===== src/rtl/exe_hazard_ctrl.sv =====
// Execute-stage hazard/forwarding controller for the 5-stage ARM pipeline.
// Optional feature macro: EXE_FWD_EN (defined = operand forwarding, undefined = stall-until-WB).
`timescale 1ns/1ps

module exe_hazard_ctrl #(
  parameter int REG_W = 4,
  parameter int CNT_W = 16
) (
  input  logic             clk,
  input  logic             rst,
  input  logic             id_valid,
  input  logic [REG_W-1:0] id_src1,
  input  logic [REG_W-1:0] id_src2,
  input  logic             id_two_src,
  input  logic [REG_W-1:0] id_dst,
  input  logic             id_wb_en,
  input  logic             id_mem_r_en,
  input  logic             br_taken,
  input  logic             mem_busy,
  output logic             stall,
  output logic             freeze,
  output logic [1:0]       fwd_sel1,
  output logic [1:0]       fwd_sel2,
  output logic [CNT_W-1:0] stall_cycles
);

  typedef enum logic {RUN, MEM_WAIT} state_t;

  typedef struct packed {
    logic             v;
    logic             wb;
    logic [REG_W-1:0] dst;
  } slot_t;

  localparam logic [REG_W-1:0] PC_IDX = {REG_W{1'b1}};

  state_t state;
  slot_t  exe_q, mem_q, wb_q;
  logic   exe_ld;

  logic m1_exe, m2_exe, m1_mem, m2_mem;
  logic hazard, enter_v;
  logic [1:0] sel1_d, sel2_d;

  // R15 reads the PC, never a pipeline result.
  function automatic logic match(input logic [REG_W-1:0] src, input slot_t s);
    return s.v & s.wb & (s.dst == src) & (src != PC_IDX);
  endfunction

  always_comb begin
    m1_exe = match(id_src1, exe_q);
    m2_exe = id_two_src & match(id_src2, exe_q);
    m1_mem = match(id_src1, mem_q);
    m2_mem = id_two_src & match(id_src2, mem_q);
  end

  // Reset also drops freeze so every output reads 0 while rst is held.
  assign freeze = mem_busy & ~rst;

`ifdef EXE_FWD_EN
  assign hazard = exe_ld & (m1_exe | m2_exe);
`else
  assign hazard = m1_exe | m2_exe | m1_mem | m2_mem;
`endif

  assign stall   = ~freeze & id_valid & hazard;
  assign enter_v = id_valid & ~stall & ~br_taken;

  always_comb begin
    sel1_d = 2'd0;
    sel2_d = 2'd0;
`ifdef EXE_FWD_EN
    // EXE occupant becomes MEM (alu_result), MEM occupant becomes WB; newest wins.
    if (enter_v) begin
      if (m1_exe && !exe_ld) sel1_d = 2'd1;
      else if (m1_mem)       sel1_d = 2'd2;
      if (m2_exe && !exe_ld) sel2_d = 2'd1;
      else if (m2_mem)       sel2_d = 2'd2;
    end
`endif
  end

  always_ff @(posedge clk or posedge rst) begin
    if (rst) begin
      state        <= RUN;
      exe_q        <= '0;
      mem_q        <= '0;
      wb_q         <= '0;
      exe_ld       <= 1'b0;
      fwd_sel1     <= 2'd0;
      fwd_sel2     <= 2'd0;
      stall_cycles <= '0;
    end else begin
      // NOTE: non-blocking assignments let MEM<=EXE and WB<=MEM shift using pre-edge values.
      state <= mem_busy ? MEM_WAIT : RUN;
      if ((stall || freeze) && stall_cycles != {CNT_W{1'b1}})
        stall_cycles <= stall_cycles + 1'b1;
      if (!freeze) begin
        wb_q     <= mem_q;
        mem_q    <= exe_q;
        exe_q    <= '{v: enter_v, wb: id_wb_en, dst: id_dst};
        exe_ld   <= enter_v & id_mem_r_en;
        fwd_sel1 <= sel1_d;
        fwd_sel2 <= sel2_d;
      end
    end
  end

  // WB occupancy and FSM state are kept for debug visibility only.
  logic unused_dbg;
  assign unused_dbg = ^{wb_q, state, exe_ld};

endmodule


===== config.mk =====
export PLATFORM = sky130hd
export DESIGN_NAME = exe_hazard_ctrl
export DESIGN_NICKNAME = d
export VERILOG_FILES = /design/src/rtl/exe_hazard_ctrl.sv
export SDC_FILE = /design/constraint.sdc
export NUM_CORES = 1
export LEC_CHECK = 0
export ABC_AREA = 1
export CELL_PAD_IN_SITES_DETAIL_PLACEMENT = 1
export CELL_PAD_IN_SITES_GLOBAL_PLACEMENT = 1
export CORE_ASPECT_RATIO = 0.8
export CORE_MARGIN = 4
export CORE_UTILIZATION = 30
export DETAILED_ROUTE_END_ITERATION = 16
export PLACE_DENSITY_LB_ADDON = 0.1
export SLEW_MARGIN = 20
export SYNTH_ARGS = -nofsm -noshare
export SYNTH_HDL_FRONTEND = slang
export SYNTH_SLANG_ARGS = --single-unit

===== constraint.sdc =====
create_clock -name clk -period 1.67 [get_ports clk]
set_clock_uncertainty 0.15 [all_clocks]
set_input_delay 0.167 -clock clk [delete_from_list [all_inputs] [get_ports clk]]
set_output_delay 0.167 -clock clk [all_outputs]
set_load 0.02 [all_outputs]

==> reports/metrics.cfg <==
[final_layout]
multi_input_area_sq_um=1160
antenna_cells=0
drive_above_1_share_pct=36.1
nets=363
area_delta_synth_final_pct=61.8
final_cell_area_sq_um=2890
fin_cells=419
fill_cells=708
post-route-util_pct=51.5
regArea_sq_um=704

[hold_path]
hold_path_class=in -> async

[placement]
hpwl_mm=4.25
place_ws_ns=-0.677
dpl_cell_area_sq_um=2590
port_buffers=36
place_congestion=0.776
placed_cells=408

[synthesis]
seq_area_frac_synth_pct=39.2
synth_ff_type=dfrtp_1
yosys-top-cells-count=104 x nand2_1, 28 x dfrtp_1, 26 x nand3_1
avgSynthCellArea_sq_um=7.10
yosys.area.top_type=dfrtp_1
yosysWarnings=0
synthesis.area_sq_um=1790
synth_top_family_by_area=simple AND/OR/NAND/NOR gates
yosys-top-cells-area=dfrtp_1 39%, nand2_1 22%, nand3_1 7.3%
synth_seq_cells=28
synthCells=252
synth_most_common_cell=nand2_1
yosys.area_share.adder_pct=0.700
synth-xor-area-share_pct=8.33
netlist-cell-type-count=25
synth_compound_area_share_pct=3.36
synthArstFlopShare_pct=100
synth_edf_count=0
synth_mux_area_share_pct=0
synth-simple-area-share_pct=39.0
synth_top_area_share_pct=39.2

[timing]
final.period_utilization_pct=111
timing.hold.ws_ns=0.210
drv_slew=0
setup_tns_ns=-2.40
finalHoldViolCount=0
rsz0062_at_grt=true
setup_viol=17
fmax_ghz=0.540
setup_ws_ns=-0.181
period_minus_slack_ns=1.85

[setup_path]
path_common_cell=nand2_1
slowest_delay_ns=0.43
reg2reg_depth=13
path_class=reg -> out
critPathLaunchType=register
crit_required_ns=1.35
cpMaxStageDelayCell=dfrtp_1
path_max_fanout=3
endpoint_kind=output port
critPathArrivalTime_ns=1.53
cp_cell_sequence=buf_6, xor2_1, nor2_1, nand2_1, nand2_1, nand2_1, nand2_2, nand2_2, inv_2, buf_6

[floorplanning]
start_util_pct=31.8
die_area_sq_um=7270
die_w_um=94.3
fp.dieH_um=77.1
row_count=24
core-area_sq_um=5620
io_pins=42

[status]
outcome=complete, but fails checks
violations=setup timing

[run]
maxCapViolCount=0

[detailed_routing]
num_vias=1867
route.detailed.drc=0
postRouteWirelength_mm=5.50
via_per_inst=4.46
drt_pass1_iterations=4
drt_iter0_drc=42
ant_nets=0
wire_per_inst_um=13.1

[clock_tree]
clockRootBuffer=clkbuf_8
clock_sinks=28
htree_levels=1
path_clk_slew_ns=0.10
cts_tree=done
insertion_delay_ns=0.28
cts_buffer_depth=2
cts-buffers-inserted=3

[pwr]
max-vdd-ir-drop_uv=335
power.leakage_nw=1.52
design_power_total_mw=2.03
p_per_area_nw_per_um2=702

[global_routing]
grt_overflow_total=0
grt_max_degree=29
grt_pass1_wl_mm=9.33
grt_pass1_vias=1958
grt_antenna_before_repair=0
track_usage_pct=16.1

==> per-layer routing <==
metal,global-route usage (%),up-vias,wire length (um)
met5,0,-,0
met4,2.16,0,20
met3,3.13,3,187
met2,25.0,29,2620
met1,23.7,883,2670
li1,-,952,-
==> final cells by class <==
| type | instances | share of cell area [%] |
|---|---|---|
| timing repair buffer | 90 | 26.5 |
| sequential | 28 | 24.4 |
| multi-input combinational | 191 | 40.1 |
| clock buffer | 4 | 1.90 |
| tap | 78 | 3.37 |
| inverter | 28 | 3.76 |
==> sequential cells by signal (all words and copies together) (netlist names) <==
signal / count
mem_q: 6
stall_cycles: 16
exe_q: 6
==> worst paths after layout <==
check                                          start                          end  slack (ns)
worst max register to register  mem_q[1]$_DFFE_PP0N_  stall_cycles[0]$_DFFE_PP0P_       -0.16
max in group asynchronous                        rst  stall_cycles[0]$_DFFE_PP0P_        0.86
worst min register to register  mem_q[5]$_DFFE_PP0N_         mem_q[5]$_DFFE_PP0N_        0.34
worst max-delay path            mem_q[1]$_DFFE_PP0N_                        stall       -0.18
worst min-delay path                             rst  stall_cycles[4]$_DFFE_PP0P_        0.21
min in group clk                            id_wb_en         exe_q[4]$_DFFE_PP0N_        0.29
==> power by group <==
group	switching [mW]	internal, mW
Sequential	0.0649	0.753
Combinational	0.406	0.374
Clock	0.222	0.212
==> cells by family after synthesis <==
| group | after synthesis |
|---|---|
| adder cells (fa/ha/maj) | 1 |
| XOR/XNOR | 17 |
| AND/OR/NAND/NOR | 157 |
| buffers and inverters | 37 |
| other | 1 |
| AO/OA/AOI/OAI | 11 |
| flip-flops | 28 |
==> critical path, delay by kind of cell (launching register included) <==
kind                      cells  cell delay, ns
xor gates and xnor gates      1            0.14
buffers and inverters         3            0.28
DFF                           1            0.43
and+or+nand+nor               6            0.39
==> cells in the final DEF (no fill, tap or decap), types with 2 or more instances in the layout <==
master           synthesis  layout
inv_1                   22      18
nand2_1                104      80
nand3b_1                 2       2
o21ai_0                  8       8
nor2_4                   2       3
nand2_8                  0       3
buf_4                    4      49
dfrtp_1                 28      25
xnor2_1                  8       8
clkdlybuf4s50_1          0      13
nor3_1                   4       3
inv_2                    6       9
dlygate4sd2_1            0      20
conb_1                   1       4
nand4_1                  2       2
nand3_2                  2      15
nand2_4                  2       4
buf_6                    1       5
dfrtp_2                  0       3
xor2_1                   9       9
nor2_1                  12       9
nand2_2                  0      20
clkbuf_8                 0       4
nand3_1                 26      12
nor2_2                   0       2
==> timing repair <==
| item | in CTS | in global routing |
|---|---|---|
| pin swaps | 23 | 12 |
| setup buffers | 5 | 1 |
| hold buffers | 0 | 0 |
| gates cloned | 1 | 0 |
| setup endpoints to repair | 33 | 19 |
| resized for setup | 68 | 19 |
(Power assumes the default switching activity.)
